[src/rtl/ps2_pkg.sv]
// Shared constants and types for the PS/2 key scanner.
package ps2_pkg;
  localparam logic [7:0] BREAK_CODE = 8'hF0;
  localparam logic [7:0] EXT_CODE   = 8'hE0;

  typedef enum logic {IDLE, BREAK} dec_state_t;

  typedef struct packed {
    logic       is_break;
    logic [7:0] code;
  } ps2_ev_t;
endpackage

[src/rtl/ps2_key_scanner_if.sv]
// Key-event stream: valid/ready handshake carrying {is_break, scan_code}.
interface ps2_key_scanner_if;
  logic       ev_valid;
  logic [8:0] ev_code;
  logic       ev_ready;

  modport master (output ev_valid, output ev_code, input ev_ready);
  modport slave  (input ev_valid, input ev_code, output ev_ready);
endinterface

[src/rtl/ps2_rx_frame.sv]
// PS/2 pin synchronisers and 11-bit frame receiver with frame check and
// stall timeout; emits accepted bytes as a one-cycle strobe.
module ps2_rx_frame #(
  parameter int TIMEOUT_CYC = 50000
) (
  input  logic       clk,
  input  logic       rst,
  input  logic       ps2_clk,
  input  logic       ps2_data,
  output logic [7:0] rx_byte,
  output logic       byte_strobe,
  output logic       parity_err
);
  localparam int TW = $clog2(TIMEOUT_CYC);

  logic [2:0]    clk_sync_q, clk_sync_d, data_sync_q, data_sync_d;
  logic [3:0]    bit_cnt_q, bit_cnt_d;
  logic [9:0]    shift_q, shift_d;
  logic [TW-1:0] tmo_q, tmo_d;
  logic [7:0]    byte_q, byte_d;
  logic          strobe_q, strobe_d, perr_q, perr_d;
  logic          fall, data_bit;

  assign fall     = clk_sync_q[2] & ~clk_sync_q[1];
  assign data_bit = data_sync_q[1];

  always_comb begin
    clk_sync_d  = {clk_sync_q[1:0], ps2_clk};
    data_sync_d = {data_sync_q[1:0], ps2_data};
    bit_cnt_d   = bit_cnt_q;
    shift_d     = shift_q;
    tmo_d       = tmo_q;
    byte_d      = byte_q;
    strobe_d    = 1'b0;
    perr_d      = 1'b0;
    if (fall) begin
      tmo_d = '0;
      if (bit_cnt_q == 4'd10) begin
        bit_cnt_d = 4'd0;
        // shift_q holds {parity, d7..d0, start}; the stop bit is live
        if (!shift_q[0] && data_bit && (^shift_q[9:1])) begin
          strobe_d = 1'b1;
          byte_d   = shift_q[8:1];
        end else begin
          perr_d = 1'b1;
        end
      end else begin
        bit_cnt_d = bit_cnt_q + 4'd1;
        shift_d   = {data_bit, shift_q[9:1]};
      end
    end else if (bit_cnt_q != 4'd0) begin
      if (tmo_q == TW'(TIMEOUT_CYC - 1)) begin
        bit_cnt_d = 4'd0;
        tmo_d     = '0;
      end else begin
        tmo_d = tmo_q + 1'b1;
      end
    end
  end

  always_ff @(posedge clk or posedge rst) begin
    if (rst) begin
      clk_sync_q  <= 3'b111;
      data_sync_q <= 3'b111;
      bit_cnt_q   <= 4'd0;
      shift_q     <= '0;
      tmo_q       <= '0;
      byte_q      <= '0;
      strobe_q    <= 1'b0;
      perr_q      <= 1'b0;
    end else begin
      clk_sync_q  <= clk_sync_d;
      data_sync_q <= data_sync_d;
      bit_cnt_q   <= bit_cnt_d;
      shift_q     <= shift_d;
      tmo_q       <= tmo_d;
      byte_q      <= byte_d;
      strobe_q    <= strobe_d;
      perr_q      <= perr_d;
    end
  end

  assign rx_byte     = byte_q;
  assign byte_strobe = strobe_q;
  assign parity_err  = perr_q;
endmodule

[src/rtl/ps2_key_scanner.sv]
// PS/2 keyboard front end: make/break decoder with key/is_press/count
// levels and a first-word fall-through event FIFO.
module ps2_key_scanner
  import ps2_pkg::*;
#(
  parameter int FIFO_DEPTH  = 8,
  parameter int TIMEOUT_CYC = 50000,
  parameter int COUNT_W     = 8
) (
  input  logic               clk,
  input  logic               rst,
  input  logic               ps2_clk,
  input  logic               ps2_data,
  output logic [7:0]         key,
  output logic               is_press,
  output logic [COUNT_W-1:0] count,
  ps2_key_scanner_if.master  ev,
  output logic               parity_err,
  output logic               overflow
);
  localparam int AW = $clog2(FIFO_DEPTH);

  logic [7:0]         rx_byte;
  logic               byte_strobe;
  dec_state_t         state_q, state_d;
  logic [7:0]         key_q, key_d;
  logic               press_q, press_d;
  logic [COUNT_W-1:0] count_q, count_d;
  logic               push, pop, full, empty, wr_en;
  ps2_ev_t            push_ev;
  logic [AW:0]        wr_ptr_q, wr_ptr_d, rd_ptr_q, rd_ptr_d;
  logic               overflow_q, overflow_d;
  logic [8:0]         mem_q [FIFO_DEPTH];

  ps2_rx_frame #(.TIMEOUT_CYC(TIMEOUT_CYC)) u_rx (
    .clk        (clk),
    .rst        (rst),
    .ps2_clk    (ps2_clk),
    .ps2_data   (ps2_data),
    .rx_byte    (rx_byte),
    .byte_strobe(byte_strobe),
    .parity_err (parity_err)
  );

  always_comb begin
    state_d = state_q;
    key_d   = key_q;
    press_d = press_q;
    count_d = count_q;
    push    = 1'b0;
    push_ev = '{is_break: 1'b0, code: rx_byte};
    if (byte_strobe) begin
      unique case (state_q)
        IDLE: begin
          if (rx_byte == BREAK_CODE) begin
            state_d = BREAK;
          end else if (rx_byte != EXT_CODE) begin
            push = 1'b1;
            // a held key repeating is not a new press
            if (!(press_q && rx_byte == key_q)) begin
              key_d   = rx_byte;
              press_d = 1'b1;
              count_d = count_q + 1'b1;
            end
          end
        end
        BREAK: begin
          if (rx_byte != EXT_CODE) begin
            push             = 1'b1;
            push_ev.is_break = 1'b1;
            state_d          = IDLE;
            if (rx_byte == key_q) press_d = 1'b0;
          end
        end
        default: state_d = IDLE;
      endcase
    end
  end

  assign empty      = (wr_ptr_q == rd_ptr_q);
  assign full       = ((wr_ptr_q ^ rd_ptr_q) == {1'b1, {AW{1'b0}}});
  assign pop        = !empty && ev.ev_ready;
  assign wr_en      = push && (!full || pop);
  assign wr_ptr_d   = wr_en ? wr_ptr_q + 1'b1 : wr_ptr_q;
  assign rd_ptr_d   = pop ? rd_ptr_q + 1'b1 : rd_ptr_q;
  assign overflow_d = overflow_q || (push && full && !pop);

  always_ff @(posedge clk) begin
    if (wr_en) mem_q[wr_ptr_q[AW-1:0]] <= push_ev;
  end

  always_ff @(posedge clk or posedge rst) begin
    if (rst) begin
      state_q    <= IDLE;
      key_q      <= 8'd0;
      press_q    <= 1'b0;
      count_q    <= '0;
      wr_ptr_q   <= '0;
      rd_ptr_q   <= '0;
      overflow_q <= 1'b0;
    end else begin
      state_q    <= state_d;
      key_q      <= key_d;
      press_q    <= press_d;
      count_q    <= count_d;
      wr_ptr_q   <= wr_ptr_d;
      rd_ptr_q   <= rd_ptr_d;
      overflow_q <= overflow_d;
    end
  end

  assign key         = key_q;
  assign is_press    = press_q;
  assign count       = count_q;
  assign overflow    = overflow_q;
  assign ev.ev_valid = !empty;
  assign ev.ev_code  = mem_q[rd_ptr_q[AW-1:0]];
endmodule

[src/flat_wrapper.sv]
// flat-port wrapper written by rule: the top's interface ports become plain ports
module ps2_key_scanner_flat import ps2_pkg::*;
#(
  parameter int FIFO_DEPTH  = 8,
  parameter int TIMEOUT_CYC = 50000,
  parameter int COUNT_W     = 8
)
  (clk, rst, ps2_clk, ps2_data, key, is_press, count, parity_err, overflow, ev_ev_valid, ev_ev_code, ev_ev_ready);
  ps2_key_scanner_if ev_i ();
  input  logic clk;
  input  logic rst;
  input  logic ps2_clk;
  input  logic ps2_data;
  output logic [7:0] key;
  output logic is_press;
  output logic [COUNT_W-1:0] count;
  output logic parity_err;
  output logic overflow;
  output wire logic [$bits(ev_i.ev_valid)-1:0] ev_ev_valid;
  output wire logic [$bits(ev_i.ev_code)-1:0] ev_ev_code;
  input wire logic [$bits(ev_i.ev_ready)-1:0] ev_ev_ready;
  assign ev_ev_valid = ev_i.ev_valid;
  assign ev_ev_code = ev_i.ev_code;
  assign ev_i.ev_ready = ev_ev_ready;
  ps2_key_scanner #(.FIFO_DEPTH(FIFO_DEPTH), .TIMEOUT_CYC(TIMEOUT_CYC), .COUNT_W(COUNT_W)) u_core (.clk(clk), .rst(rst), .ps2_clk(ps2_clk), .ps2_data(ps2_data), .key(key), .is_press(is_press), .count(count), .ev(ev_i), .parity_err(parity_err), .overflow(overflow));
endmodule
[config.mk]
export PLATFORM = sky130hd
export DESIGN_NAME = ps2_key_scanner_flat
export DESIGN_NICKNAME = d
export VERILOG_FILES = /design/src/rtl/ps2_pkg.sv /design/src/rtl/ps2_key_scanner_if.sv /design/src/rtl/ps2_rx_frame.sv /design/src/rtl/ps2_key_scanner.sv /design/src/flat_wrapper.sv
export SDC_FILE = /design/constraint.sdc
export NUM_CORES = 1
export LEC_CHECK = 0
export CORE_UTILIZATION = 45
export DETAILED_ROUTE_END_ITERATION = 10
export SLEW_MARGIN = 20
export SYNTH_ARGS = -nofsm -noshare
export SYNTH_HDL_FRONTEND = slang
export SYNTH_HIERARCHICAL = 1
export SYNTH_SLANG_ARGS = --single-unit
[constraint.sdc]
create_clock -name clk -period 3.8 [get_ports clk]
set_clock_uncertainty 0.05 [all_clocks]
set_input_delay 0.38 -clock clk [delete_from_list [all_inputs] [get_ports clk]]
set_output_delay 0.38 -clock clk [all_outputs]
set_load 0.02 [all_outputs]
# After elaboration in Yosys (flattened, before gate mapping)
# Memory sizes are Yosys's and may differ from the RTL's.
# Cells that the tools add are included.
# op_classes
eq_ne	12
muxes	30
addsub	5
bitwise_logic	7
reduce_logical	22
# op_table
operator	n
16-bit 2-to-1 mux	3
1-bit 2-to-1 mux	20
16-bit by 1-bit adder with 16-bit output (second input constant)	1
16-bit == test (second input constant)	1
4-bit 2-to-1 mux	4
4-bit by 1-bit adder with 4-bit output (second input constant)	3
9-bit parity	1
8-bit by 1-bit adder with 8-bit output (second input constant)	1
4-bit == test (second input constant)	2
8-bit == test	1
8-bit == test (second input constant)	1
2-bit inequality test (second input constant)	4
8-bit inequality test (second input constant)	1
1-bit logical AND	7
1-bit one-hot mux with 2 select lines	3
6-bit AND reduction	1
1-bit inverter	5
5-bit AND reduction	1
4-bit == test	1
1-bit logical NOT	4
2-bit AND reduction	2
2-bit nonzero test	2
4-bit nonzero test	1
4-bit bitwise XOR	1
other kinds (4)	5
# totals
regBits	72
output_inout_bits	29
ramBits	72
mem_count	1
elab_cells	92
inputBits	5
# memory_table
name	words	word_bits	read_ports	rd_ports_with_merged_regs	wr	line	text
u_core.mem_q	8	9	1	0	1	ps2_key_scanner.sv:33	logic [8:0] mem_q [FIFO_DEPTH];

# Depth between registers and ports, before layout
# depth
ltp_word	8
depth_mapped	8
mapped_depth_nobuf	7

# Hierarchy
# Netlist, hierarchy kept.
# by_module_without_submodules
mod	cells_per_inst	instances	area_per_inst_um2	seq_area_each_um2
ps2_key_scanner	227	1	4111.4	2837.7
ps2_rx_frame	198	1	2057.0	1132.3

# Worst setup path before layout
# Ideal clock, no wire load.
# synth_path
path_type	register to register
start	register u_core.wr_ptr_q[0]
end	memory u_core.mem_q[1][0], enable pin
arrival_ns	1.992
period_less_slack_ns	2.431
path_buffers	1
t_required_ns	3.361
stages_incl_launch_ff	6
setup_ns	0.389
slack_ns	1.369
path_cell_list	dfrtp_1 > clkbuf_1 > xnor2_1 > a41oi_2 > nand2b_1 > nor3b_1
# synth_between
elab_chain_cells	7
elab_cells_between_ends	10
classes_between	eq/ne (2); mux (2); bitwise (1); reduce/logical (5)
# synth_rtl
item	line	text
from (decl)	ps2_key_scanner.sv:31	logic [AW:0] wr_ptr_q, wr_ptr_d, rd_ptr_q, rd_ptr_d;
from (signal assigned)	ps2_key_scanner.sv:106	wr_ptr_q <= wr_ptr_d;
4-bit bitwise XOR or 4-bit == test (tied branches)	ps2_key_scanner.sv:81, ps2_key_scanner.sv:80	
4-bit == test or 1-bit logical NOT (tied branches)	ps2_key_scanner.sv:81, ps2_key_scanner.sv:82	
1-bit logical NOT or 1-bit logical AND (tied branches)	ps2_key_scanner.sv:83, ps2_key_scanner.sv:82	
1-bit logical OR	ps2_key_scanner.sv:83	assign wr_en = push && (!full || pop);
1-bit logical AND	ps2_key_scanner.sv:83	
1-bit 2-to-1 mux	ps2_key_scanner.sv:89	if (wr_en) mem_q[wr_ptr_q[AW-1:0]] <= push_ev;
1-bit 2-to-1 mux (implied by the code)	ps2_key_scanner.sv:89	
to (decl)	ps2_key_scanner.sv:33	
# Parallel ways exist; a longest one is shown, timed or not.

# Final worst setup path
# layout_path
start	register u_core.rd_ptr_q[0]
end	output port ev_ev_code[6]
# layout_between
elab_chain_cells	1
# layout_rtl
item	line	text
from (decl)	ps2_key_scanner.sv:31	
from (signal assigned)	ps2_key_scanner.sv:107	rd_ptr_q <= rd_ptr_d;
memory read 8 x 9 bit	n/a	
to (decl)	flat_wrapper.sv:20	output wire logic [$bits(ev_i.ev_code)-1:0] ev_ev_code;
# No other way between the ends.

==> out/qor.txt <==
CTS Buf Count -> 17
Clock share of power -> 33.8%
Layout area overhead -> 18.11%
DR WL/cell -> 17.32 um
Syn Area/Cell -> 14.51 um2
HP Class -> reg2reg
Post-Syn Area -> 6168 um2
Htree depth -> 4
Utilization after layout -> 54.80%
Final setup fails -> 0
Flops & latches, synth -> 144
Seq/Total Area, Yosys -> 64.36%
Dpl hpwl -> 7629 um
Post-cts repair resize count -> 0
Post-synth cell types -> 48
Top-count cell post-synth -> edfxtp_1
Fmax -> 0.3328 GHz
Internal Pwr Total -> 0.003248 W
Switching power -> 0.001321 W
Chip width -> 119.1 um
ANT cells -> 0
Starting density of the core -> 46.40%
Worst path bufs/invs -> 2
Cell family with most CP delay -> buffers and inverters
Top post-synthesis cells by area -> edfxtp_1 (35%), dfrtp_1 (27%), mux4_2 (6.6%), mux2_2 (4.7%), nand2_1 (3.2%)
Hold Crit Start -> u_core/u_rx/clk_sync_q[0]$_DFF_PP1_
Ys flop type -> edfxtp_1
Nets -> 485
Gate count after technology mapping -> 425
Largest net degree at the start of global routing -> 46
Critical Path RT -> 3.37 ns
Comb pwr share -> 24.0%
Vias -> 3519
Maxcap violations -> 0
CTS max path bufs -> 2
CTS tree -> done
Final slew viol count -> 0
Clock sink count -> 144
Die height -> 119.1 um
Final WS setup -> 0.7952 ns
Max FO, Critical Path -> 20
WL final -> 11460 um
CP Class -> reg2out
Worst setup SP type -> register
Number of flops mapped to enable cells by yosys -> 72
Fin. Hold Viols -> 0
Gp weighted congestion -> 0.7318
Reg2reg start -> u_core/u_rx/rx_byte[3]$_DFFE_PP0P_
Slowest-stage cell, CP -> mux4_2
Headroom to the max-slew limit -> 36.28%
Setup total negative slack -> 0 ns
Initial antenna violation count -> 0
Setup crit start -> u_core/rd_ptr_q[0]$_DFFE_PP0P_
Seq pwr share -> 42.3%
Post-Place Setup Slack -> 1.092 ns
# IOs -> 34
Post-synthesis net count -> 437
Initial drt markers -> 233
Unrepaired setup endpoints after global routing -> false
Post-synth top area cell -> edfxtp_1
Worst-Margin Slew -> 0.9523 ns
Clk slew on worst S/H paths -> 0.06 ns
First-pass GRT wire length -> 18750 um
Share of the synthesized area in the top cell type -> 35.05%
Max IR drop VDD -> 0.0004040 V
Arrival time at the worst endpoint -> 2.57 ns
Ys async rst share -> 50.00%
Core ar. -> 13300 um2
Grt total ovfl -> 0
Worst skew pair latency -> 0.42 ns
1st-pass router iterations -> 4
Power Density -> 627.1 nW/um2
GRT Util Overall -> 17.87%
Buffers on Ports -> 33
Drc violations -> 0
Switching power share of the total -> 28.90%
Post-CTS Setup Bufs -> 0
Number of cell rows -> 42
Final min period -> 3.005 ns
CP cell instances -> buf_4 -> mux4_2 -> mux2_2 -> clkdlybuf4s50_1
CTS hold repair buffers -> 0
Yosys warning total -> 6
Leak -> 2.934 nW
Slowest stage delay, CP -> 0.55 ns
Crit. End Element -> output port
Vias per inst -> 5.316
Final period util -> 79.07%
Run status -> finished clean
Die area -> 14180 um2
DRT antenna net count -> 0
Clock Tree Root -> clkbuf_16
Share of cells above drive strength 1 -> 20.58%
Vias in the first global route -> 3488
Commonest cells post-synth -> edfxtp_1 (72), dfrtp_1 (67), nand2_1 (52)
## final cells by class
type,count,area (um2)
fill,1095,6010
multi-input combinational,259,2106
timing repair buffer,42,397.9
sequential,144,3970
tap,176,220.2
inverter,9,33.78
clock buffer,20,446.7
clock inverter,12,111.4
## state kept, by name, indices dropped and copies added, names as in the netlist, 2 cells and up
register / flops
u_core/u_rx/rx_byte: 8
u_core/wr_ptr_q: 4
u_core/u_rx/clk_sync_q: 3
u_core/key: 8
u_core/rd_ptr_q: 4
u_core/mem_q: 72
u_core/u_rx/shift_q: 10
u_core/u_rx/tmo_q: 16
u_core/u_rx/data_sync_q: 2
u_core/count: 8
u_core/u_rx/bit_cnt_q: 4
## cell families after synthesis
logic type | after synthesis | share of synthesized area (%)
XOR/XNOR | 38 | 5.741
adder cells (fa/ha/maj) | 7 | 1.420
multiplexers | 44 | 11.32
AND/OR/NAND/NOR | 134 | 11.87
AO/OA/AOI/OAI | 36 | 3.793
flip-flops | 144 | 64.36
buffers and inverters | 22 | 1.501
## power by group through the flow
stage	Combinational (W)	Clock [W]	Sequential, W
finish	0.00109	0.00154	0.00193
detailed placement	0.00112	0	0.00196
CTS	0.00112	0.00157	0.00193
global route	0.00120	0.00164	0.00195
global placement	0.00110	0	0.00196
floorplan	0.000864	0	0.00189
## stage by stage
step	total power [W]	hold slack [ns]	instances	instance area, um2
2_1_floorplan	0.002752	0.2952	425	6168
6_report	0.004569	0.3046	662	7286
4_1_cts	0.004624	0.3049	662	7286
3_5_place_dp	0.003077	0.2968	630	6728
5_1_grt	0.004785	0.3140	662	7286
3_3_place_gp	0.003057	0.2956	630	6728
## cells in the final DEF (no fill, tap or decap), types with 2 or more instances in the layout
cell | synthesis | routed
or3_1 | 6 | 6
dfstp_2 | 5 | 5
o21ai_0 | 13 | 13
and4_1 | 2 | 2
nor3b_1 | 7 | 7
dfrtp_1 | 67 | 67
a21oi_1 | 10 | 10
nand2_1 | 52 | 52
clkinv_4 | 0 | 3
inv_6 | 0 | 2
ha_1 | 7 | 7
clkbuf_16 | 0 | 17
inv_2 | 0 | 2
xnor2_1 | 21 | 21
clkbuf_1 | 10 | 2
nand3_1 | 9 | 9
edfxtp_1 | 72 | 72
xor2_1 | 15 | 15
clkinv_2 | 0 | 3
nor4b_1 | 3 | 3
nand2b_1 | 4 | 4
mux2_2 | 26 | 26
nor2_1 | 14 | 14
a32o_1 | 2 | 2
clkinvlp_4 | 0 | 3
a21o_1 | 3 | 3
clkdlybuf4s50_1 | 0 | 33
nor2b_1 | 3 | 3
nor3_1 | 4 | 4
nand4_1 | 10 | 10
buf_4 | 0 | 9
mux4_2 | 18 | 18
inv_1 | 9 | 7
and2_1 | 3 | 3
nor4_1 | 2 | 2
and3_1 | 7 | 7
## final timing paths
path | to | slack (ns) | depth (start not counted)
worst max-delay path | ev_ev_code[6] | 0.80 | 4
worst min-delay path | u_core/u_rx/clk_sync_q[1]$_DFF_PP1_ | 0.30 | 0
worst max register to register | u_core/mem_q[5][7]$_DFFE_PP_ | 1.15 | 5
worst min register to register | u_core/u_rx/clk_sync_q[1]$_DFF_PP1_ | 0.30 | 0
max in group asynchronous | u_core/u_rx/parity_err$_DFF_PP0_ | 2.63 | 2
min in group asynchronous | u_core/key[5]$_DFFE_PP0P_ | 0.35 | 2
## layer usage
layer | share of wire [%] | vias to the layer above | track usage, %
met5 | 0 | - | 0
met4 | 2.5 | 0 | 8.703
met3 | 4.3 | 20 | 4.071
met2 | 48 | 80 | 27.11
met1 | 46 | 1744 | 24.36
li1 | - | 1675 | -
(Power assumes the default switching activity.)
